==> src/rtl/rr_resource_arbiter_if.sv <==
// Request/grant bundle between the requesting units and the shared-resource arbiter.
// The slave modport is the arbiter side; the master modport is the requester/datapath side.
interface rr_resource_arbiter_if #(
    parameter int N  = 4,
    parameter int IW = (N > 1) ? $clog2(N) : 1
);
    logic [N-1:0]  req;
    logic          done;
    logic [N-1:0]  gnt;
    logic [IW-1:0] gnt_id;
    logic          start;
    logic          busy;
    logic          timeout;

    modport slave (
        input  req, done,
        output gnt, gnt_id, start, busy, timeout
    );

    modport master (
        output req, done,
        input  gnt, gnt_id, start, busy, timeout
    );
endinterface

==> src/rtl/rr_resource_arbiter.sv <==
// Round-robin arbiter/sequencer sharing one multi-cycle resource among N requesters.
// Optional watchdog on the WAIT state is compiled in with `define RR_ARB_TIMEOUT_EN.
module rr_resource_arbiter #(
    parameter int N       = 4,
    parameter int IW      = (N > 1) ? $clog2(N) : 1,
    parameter int TIMEOUT = 16
) (
    input  logic                 clk,
    input  logic                 rst,
    rr_resource_arbiter_if.slave bus
);
    typedef enum logic [1:0] {S_IDLE, S_START, S_WAIT} state_e;

    state_e        state_q, state_d;
    logic [N-1:0]  gnt_q, gnt_d;
    logic [IW-1:0] gnt_id_q, gnt_id_d;
    logic [IW-1:0] ptr_q, ptr_d;
    logic          timeout_q, timeout_d;
    logic          wd_expire;

    logic          any_req;
    logic [N-1:0]  rot;
    logic          sel_found;
    logic [IW-1:0] sel_off;
    logic [IW:0]   sel_sum;
    logic [IW-1:0] sel_id;
    logic [N-1:0]  sel_onehot;
    logic [IW:0]   inc_sum;
    logic [IW-1:0] ptr_inc;

    assign any_req = |bus.req;

    // Rotate so bit 0 is the requester at ptr; the first set bit is the offset from ptr.
    assign rot = N'({bus.req, bus.req} >> ptr_q);

    always_comb begin
        sel_found = 1'b0;
        sel_off   = '0;
        for (int i = 0; i < N; i++) begin
            if (!sel_found && rot[i]) begin
                sel_found = 1'b1;
                sel_off   = IW'(i);
            end
        end
    end

    always_comb begin
        sel_sum = {1'b0, ptr_q} + {1'b0, sel_off};
        if (sel_sum >= (IW+1)'(N)) begin
            sel_sum = sel_sum - (IW+1)'(N);
        end
        sel_id = IW'(sel_sum);
    end

    generate
        for (genvar gi = 0; gi < N; gi++) begin : g_onehot
            assign sel_onehot[gi] = (sel_id == IW'(gi));
        end
    endgenerate

    always_comb begin
        inc_sum = {1'b0, gnt_id_q} + (IW+1)'(1);
        if (inc_sum >= (IW+1)'(N)) begin
            inc_sum = '0;
        end
        ptr_inc = IW'(inc_sum);
    end

`ifdef RR_ARB_TIMEOUT_EN
    localparam int CW = $clog2(TIMEOUT + 1);

    logic [CW-1:0] cnt_q, cnt_d;

    always_comb begin
        cnt_d = cnt_q;
        if (state_d == S_START) begin
            cnt_d = '0;
        end else if (state_q == S_WAIT) begin
            cnt_d = cnt_q + 1'b1;
        end
    end

    always_ff @(posedge clk) begin
        if (rst) begin
            cnt_q <= '0;
        end else begin
            cnt_q <= cnt_d;
        end
    end

    assign wd_expire = (state_q == S_WAIT) && (cnt_q == CW'(TIMEOUT - 1));
`else
    // Watchdog compiled out: WAIT holds until done; TIMEOUT has no effect.
    logic unused_timeout_param;
    assign unused_timeout_param = (TIMEOUT > 0);
    assign wd_expire = 1'b0;
`endif

    always_ff @(posedge clk) begin
        if (rst) begin
            state_q   <= S_IDLE;
            gnt_q     <= '0;
            gnt_id_q  <= '0;
            ptr_q     <= '0;
            timeout_q <= 1'b0;
        end else begin
            state_q   <= state_d;
            gnt_q     <= gnt_d;
            gnt_id_q  <= gnt_id_d;
            ptr_q     <= ptr_d;
            timeout_q <= timeout_d;
        end
    end

    always_comb begin
        state_d   = state_q;
        gnt_d     = gnt_q;
        gnt_id_d  = gnt_id_q;
        ptr_d     = ptr_q;
        timeout_d = 1'b0;
        case (state_q)
            S_IDLE: begin
                if (any_req) begin
                    state_d  = S_START;
                    gnt_d    = sel_onehot;
                    gnt_id_d = sel_id;
                end
            end
            S_START: begin
                if (bus.done) begin
                    state_d = S_IDLE;
                    gnt_d   = '0;
                    ptr_d   = ptr_inc;
                end else begin
                    state_d = S_WAIT;
                end
            end
            S_WAIT: begin
                // done wins over a simultaneous watchdog expiry
                if (bus.done || wd_expire) begin
                    state_d   = S_IDLE;
                    gnt_d     = '0;
                    ptr_d     = ptr_inc;
                    timeout_d = !bus.done;
                end
            end
            default: begin
                state_d = S_IDLE;
                gnt_d   = '0;
            end
        endcase
    end

    always_comb begin
        bus.gnt     = gnt_q;
        bus.gnt_id  = gnt_id_q;
        bus.start   = (state_q == S_START);
        bus.busy    = |gnt_q;
        bus.timeout = timeout_q;
    end
endmodule
==> src/flat_wrapper.sv <==
// flat-port wrapper written by rule: the top's interface ports become plain ports
module rr_resource_arbiter_flat 
#(
    parameter int N       = 4,
    parameter int IW      = (N > 1) ? $clog2(N) : 1,
    parameter int TIMEOUT = 16
)
  (clk, rst, bus_req, bus_done, bus_gnt, bus_gnt_id, bus_start, bus_busy, bus_timeout);
  rr_resource_arbiter_if #(.N(N), .IW(IW)) bus_i ();
  input  logic clk;
  input  logic rst;
  input wire logic [$bits(bus_i.req)-1:0] bus_req;
  input wire logic [$bits(bus_i.done)-1:0] bus_done;
  output wire logic [$bits(bus_i.gnt)-1:0] bus_gnt;
  output wire logic [$bits(bus_i.gnt_id)-1:0] bus_gnt_id;
  output wire logic [$bits(bus_i.start)-1:0] bus_start;
  output wire logic [$bits(bus_i.busy)-1:0] bus_busy;
  output wire logic [$bits(bus_i.timeout)-1:0] bus_timeout;
  assign bus_i.req = bus_req;
  assign bus_i.done = bus_done;
  assign bus_gnt = bus_i.gnt;
  assign bus_gnt_id = bus_i.gnt_id;
  assign bus_start = bus_i.start;
  assign bus_busy = bus_i.busy;
  assign bus_timeout = bus_i.timeout;
  rr_resource_arbiter #(.N(N), .IW(IW), .TIMEOUT(TIMEOUT)) u_core (.clk(clk), .rst(rst), .bus(bus_i));
endmodule
==> config.mk <==
export PLATFORM = sky130hd
export DESIGN_NAME = rr_resource_arbiter_flat
export DESIGN_NICKNAME = d
export VERILOG_FILES = /design/src/rtl/rr_resource_arbiter_if.sv /design/src/rtl/rr_resource_arbiter.sv /design/src/flat_wrapper.sv
export SDC_FILE = /design/constraint.sdc
export NUM_CORES = 1
export LEC_CHECK = 0
export CORE_MARGIN = 2
export CORE_UTILIZATION = 35
export CTS_BUF_LIST = sky130_fd_sc_hd__clkbuf_4 sky130_fd_sc_hd__clkbuf_8
export DETAILED_ROUTE_END_ITERATION = 16
export HOLD_SLACK_MARGIN = 0.06
export PLACE_DENSITY_LB_ADDON = 0.05
export SKIP_CTS_REPAIR_TIMING = 1
export SYNTH_ARGS = -nofsm -noshare
export SYNTH_HDL_FRONTEND = slang
export SYNTH_SLANG_ARGS = --single-unit
==> constraint.sdc <==
create_clock -name clk -period 5.5 [get_ports clk]
set_input_delay 1.1 -clock clk [delete_from_list [all_inputs] [get_ports clk]]
set_output_delay 1.1 -clock clk [all_outputs]
set_load 0.005 [all_outputs]
==> flow_summary.json <==
{
  "vias": 759,
  "coreArea_sq_um": 2022,
  "fin_nets": 125,
  "power_frac_clock_pct": 25.7,
  "setup.worst_path.class": "in -> reg",
  "die_h_um": 50.93,
  "yosys.area.top_type": "dfxtp_1",
  "fp.dieW_um": 50.93,
  "regToRegSetupSlack_ns": 3.51,
  "grt_start_max_net_pins": 12,
  "drv_cap": 0,
  "first_global_vias": 744,
  "cts-root-buf": "clkbuf_4",
  "crit_arrival_ns": 3.19,
  "yosysUniqueCellTypes": 34,
  "synth_area_sq_um": 770.7,
  "yosysSeqAreaShare_pct": 28.57,
  "crit_fanout": 9,
  "synth_top_cell_area_share_pct": 28.57,
  "place_ws_ns": 2.202,
  "power_density_nw_per_um2": 243.1,
  "worst_setup_path_start_kind": "primary input",
  "antenna_cells": 0,
  "hp-class": "reg -> reg",
  "switching_share_pct": 30.37,
  "drc": 0,
  "start_util_pct": 38.12,
  "synth-seq-cells": 11,
  "endpoint_kind": "register",
  "io_pins": 16,
  "period_share_pct": 54.84,
  "cts-buffers-inserted": 3,
  "yosys_warnings": 0,
  "cts_max_path_buffers": 2,
  "totalWireLength_um": 1734,
  "wl_per_cell_um": 12.47,
  "setup_viol": 0,
  "place_congestion": 0.7895,
  "tns_ns": 0,
  "hold_depth": 2,
  "min_period_ns": 3.016,
  "syn2layout_area_growth_pct": 24.03,
  "numPortBuffers": 15,
  "required_ns": 5.68,
  "hold_end": "u_core.bus.gnt[1]",
  "rr_worst_depth": 6,
  "status": "finished, final reports clean",
  "post-dp-hpwl_um": 1373,
  "synth_fp_nets": 110,
  "p_comb_share_pct": 32.4,
  "fin_ws_ns": 2.484,
  "std_cell_rows": 16,
  "min-delay-start": "u_core.bus.gnt[1]",
  "seqPwrFrac_pct": 41.9,
  "grt_pass1_wl_um": 3153,
  "reg2reg_to": "u_core.bus.gnt_id[1]",
  "clock-sinks": 11,
  "synthTopCellsByArea": "dfxtp_1, ha_1, nand3_1, nor2_1, nand2_1",
  "grt_overflow": 0,
  "slew_viol_final": 0,
  "drive_above_1_share_pct": 7.143,
  "final_cell_mix": "nor2_1, clkdlybuf4s50_1, nand3_1",
  "cts.clk_slew.worst_paths_ns": 0.07,
  "cts_tree": "done",
  "dr.first_iter.drc_count": 23,
  "grt_usage_pct": 15.78,
  "hold_violations": 0,
  "vdd_ir_drop_max_mv": 0.1827,
  "leakage_nw": 0.3655,
  "h-tree-depth": 1,
  "fmax_mhz": 331.5,
  "syn_inst": 98,
  "drtPass1Iterations": 4,
  "synth_area_per_cell_sq_um": 7.865,
  "p_int_mw": 0.1618,
  "final_common_cell": "nor2_1",
  "vias_per_cell": 5.460,
  "skew_ns": 0.005174,
  "dieArea_sq_um": 2593,
  "switching_power_mw": 0.07056,
  "clk-insertion-delay-late_ns": 0.27,
  "antenna_found_initial": 0,
  "postRouteAntennaNets": 0,
  "rsz0062_at_grt": "false",
  "r2r_start": "u_core.ptr_q[0]"
}
[per-stage QoR]
stage                     instance area [sq um]  util, %  total power, mW  std cells  hold WS, ns
after floorplan                           770.7        -           0.1437         98       0.4748
after global placement                    925.9    45.79           0.1742        135       0.4807
after detailed placement                  925.9    45.79           0.1749        135       0.4908
after CTS                                 955.9    47.28           0.2364        139       0.5009
after global routing                      955.9    47.28           0.2519        139       0.5199
final                                     955.9    47.28           0.2323        139       0.4934
[cell usage after synthesis]
| master | n |
|---|---|
| nor2_1 | 16 |
| nand3_1 | 12 |
| dfxtp_1 | 11 |
| nand2_1 | 10 |
| ha_1 | 5 |
| o21ai_0 | 5 |
| a21oi_1 | 3 |
| nor2b_1 | 3 |
| a22oi_1 | 2 |
| a32oi_1 | 2 |
| buf_2 | 2 |
| buf_4 | 2 |
| inv_1 | 2 |
| nand2b_1 | 2 |
| or4_1 | 2 |
| a311oi_2 | 1 |
| a32o_1 | 1 |
| clkbuf_1 | 1 |
| conb_1 | 1 |
| mux2i_1 | 1 |
| nand4b_1 | 1 |
| nand4bb_1 | 1 |
| nor2_2 | 1 |
| nor3_1 | 1 |
| o2111ai_1 | 1 |
| o211ai_1 | 1 |
| o21ai_1 | 1 |
| o32a_1 | 1 |
| o32ai_4 | 1 |
| o41a_1 | 1 |
| or2_1 | 1 |
| or3_4 | 1 |
| xnor2_1 | 1 |
| xor2_1 | 1 |
[flip-flops by register name, indices dropped and copies added, names as in the netlist]
name                count
u_core.bus.gnt          4
u_core.bus.gnt_id       2
u_core.ptr_q            2
u_core.state_q          2
u_core.bus.timeout      1
[worst max-delay path, stage by stage]
cell and delay (ns):
clkdlybuf4s50_1 0.58, or4_1 0.56, o2111ai_1 0.09, ha_1 0.22, xor2_1 0.22, nand3_1 0.12
a311oi_2 0.29
[worst max path at each step]
stage                     from  cells past startpoint  slack, ns                    to
floorplan           bus_req[0]                      7       2.80  u_core.bus.gnt_id[1]
detailed placement  bus_req[0]                      7       2.20  u_core.bus.gnt_id[1]
CTS                 bus_req[0]                      7       2.49  u_core.bus.gnt_id[1]
global route        bus_req[0]                      7       2.32  u_core.bus.gnt_id[1]
finish              bus_req[0]                      7       2.48  u_core.bus.gnt_id[1]
global placement    bus_req[0]                      8       2.25     u_core.bus.gnt[2]
[kinds of logic (layout without fill, tap and decap cells)]
| group | after synthesis | in the layout | synth area share, % |
|---|---|---|---|
| muxes | 1 | 1 | 1.299 |
| DFF | 11 | 11 | 28.57 |
| other | 1 | 1 | 0.4865 |
| AOI/OAI and AO/OA | 20 | 20 | 21.75 |
| buffers and inverters | 7 | 21 | 4.707 |
| xor gates and xnor gates | 2 | 2 | 2.273 |
| and+or+nand+nor | 51 | 51 | 32.79 |
| adders and majority gates | 5 | 5 | 8.117 |
[power by group through the flow]
stage	Clock (mW)	Sequential (mW)	Combinational [mW]
global route	0.0677	0.0989	0.0853
floorplan	0	0.0952	0.0485
global placement	0	0.0993	0.0749
CTS	0.0629	0.0974	0.0760
finish	0.0596	0.0974	0.0754
detailed placement	0	0.0994	0.0756
[routing by layer]
layer,part of all wire [%],global-route usage [%]
met5,0,0
met4,0.52,5.405
met3,6.5,3.216
met2,44,25.11
met1,49,21.12
[area by class of cell]
| type | count | area, sq um |
|---|---|---|
| fillers | 204 | 1066 |
| well taps | 27 | 33.78 |
| clock buffers | 4 | 30.03 |
| repair buffers | 15 | 150.1 |
| flip-flops and latches | 11 | 220.2 |
| multi-input cells | 80 | 514.2 |
| inverters | 2 | 7.507 |
Power figures use the tool's default switching activity.
==> variant, RTL diff (same flow settings) <==
`N` is set to 4 in 3 places; all go to 8.
--- a/src/rtl/rr_resource_arbiter_if.sv
+++ b/src/rtl/rr_resource_arbiter_if.sv
@@ -2,5 +2,5 @@
 // The slave modport is the arbiter side; the master modport is the requester/datapath side.
 interface rr_resource_arbiter_if #(
-    parameter int N  = 4,
+    parameter int N  = 8,
     parameter int IW = (N > 1) ? $clog2(N) : 1
 );
--- a/src/rtl/rr_resource_arbiter.sv
+++ b/src/rtl/rr_resource_arbiter.sv
@@ -2,5 +2,5 @@
 // Optional watchdog on the WAIT state is compiled in with `define RR_ARB_TIMEOUT_EN.
 module rr_resource_arbiter #(
-    parameter int N       = 4,
+    parameter int N       = 8,
     parameter int IW      = (N > 1) ? $clog2(N) : 1,
     parameter int TIMEOUT = 16
--- a/src/flat_wrapper.sv
+++ b/src/flat_wrapper.sv
@@ -2,5 +2,5 @@
 module rr_resource_arbiter_flat 
 #(
-    parameter int N       = 4,
+    parameter int N       = 8,
     parameter int IW      = (N > 1) ? $clog2(N) : 1,
     parameter int TIMEOUT = 16
Ports: changed (resized bus_gnt, bus_gnt_id and bus_req); port bits go from 16 to 25. The function was not compared with the original's and may differ.
==> variant against the original RTL <==
Hold slack better by 33 ps. Power is 78% higher. Clock power is 67% higher. Via count is 74% higher. Synthesized area is 92% higher. Sequential cell count is 6 higher. Critical path depth is 4 higher. Sequential power is 56% higher. Utilization is 3.7 points lower. Wire length is 110% higher. Count of clock-buffer cells in the layout stayed put. Setup slack worse by 1500 ps. Die area is 84% higher. Cell area is 84% higher.
==> variant: results (changes against the original RTL) <==
| Metric | Value |
|---|---|
| DP Wirelength | `2760 um (+100%)` |
| Syn Nets | `168 (+53%)` |
| TritonCTS sink count | `17 (+6)` |
| Area contributors post-synth | `dfxtp_1 23%, mux4_1 7.1%, mux2i_1 6.8%` |
| GPL Wtd Cong | `0.823 (+4.3%)` |
| Drt via density | `6.01 (+10%)` |
| Peak supply drop | `0.126 mV (-31%)` |
| Number of flip-flops in the largest register | `8 (+4)` |
| Via count | `1323 (+74%)` |
| Placed inst area | `0.00171 mm2 (+84%)` |
| Vias in the first global route | `1278 (+72%)` |
| IO Port Bufs | `24 (+9)` |
| Critical R2R Launch | `u_core.ptr_q[1]` |
| Worst Hold Launch | `u_core.bus.gnt[7]` |
| All-Layer GR Usage | `15.3% (-0.44 points)` |
| WHS | `526 ps (+32.6 ps)` |
| Synth Area in Adders | `5.58% (-2.5 points)` |
| Outcome | `completed` |
| Root buffer cell | `clkbuf_8` |
| Static Leak | `0.592 nW (+62%)` |
| Mean Syn Cell Area | `9.79 um2 (+25%)` |
| Place WS | `738 ps (-1460 ps)` |
| Worst hold path stage count | `1 (-1)` |
| Clock latency on the worst-skew pair | `250 ps (-20 ps)` |
| Routed len/inst | `16.5 um (+32%)` |
| Worst setup path start | `bus_req[4]` |
variant: changes by cell type after synthesis, sizes merged, moves of 6 or more:
cell / unedited run / this run
mux2i: 1 / 11
o31a: 0 / 8
dfxtp: 11 / 17
nand3: 12 / 3
mux4: 0 / 6
inv: 2 / 8
nor4: 0 / 10
a221o: 0 / 8
a21oi: 3 / 10
nor2: 17 / 8
variant: critical path: stages:
cell,delay (ps)
clkdlybuf4s50_1,510
mux2i_2,310
mux2i_1,150
o32a_1,490
or4_1,550
a21oi_1,160
ha_1,170
fa_1,480
nor4_1,510
o31a_2,240
a221o_1,90
variant: area by class of cell:
class | count | area (um2)
clock buffers | 4 | 48.8
fillers | 405 | 2270
inverters | 8 | 30.0
multi-input cells | 117 | 1030
flip-flops and latches | 17 | 340
well taps | 50 | 62.6
repair buffers | 24 | 240
variant: cell families (layout without fill, tap and decap cells):
| kind of cell | Yosys count | in the layout |
|---|---|---|
| compound gates | 44 | 44 |
| simple gates | 42 | 42 |
| mux | 22 | 22 |
| flops | 17 | 17 |
| buf+inv | 17 | 36 |
| fa+ha+maj | 6 | 6 |
| xor+xnor | 2 | 2 |
| other cells | 1 | 1 |
variant: power by group:
group          total [mW]  internal, mW  switching (mW)  leakage (nW)
combinational       0.162        0.0813          0.0805         0.427
clock              0.0998        0.0564          0.0434        0.0262
sequential          0.152         0.134          0.0181         0.139
variant: metal layers:
metal / track usage (%) / vias up / wire length, um
met4: 1.96 / 0 / 11
met2: 26.3 / 25 / 1730
met3: 3.51 / 2 / 116
li1: - / 646 / -
met5: 0 / - / 0
met1: 20.2 / 650 / 1780
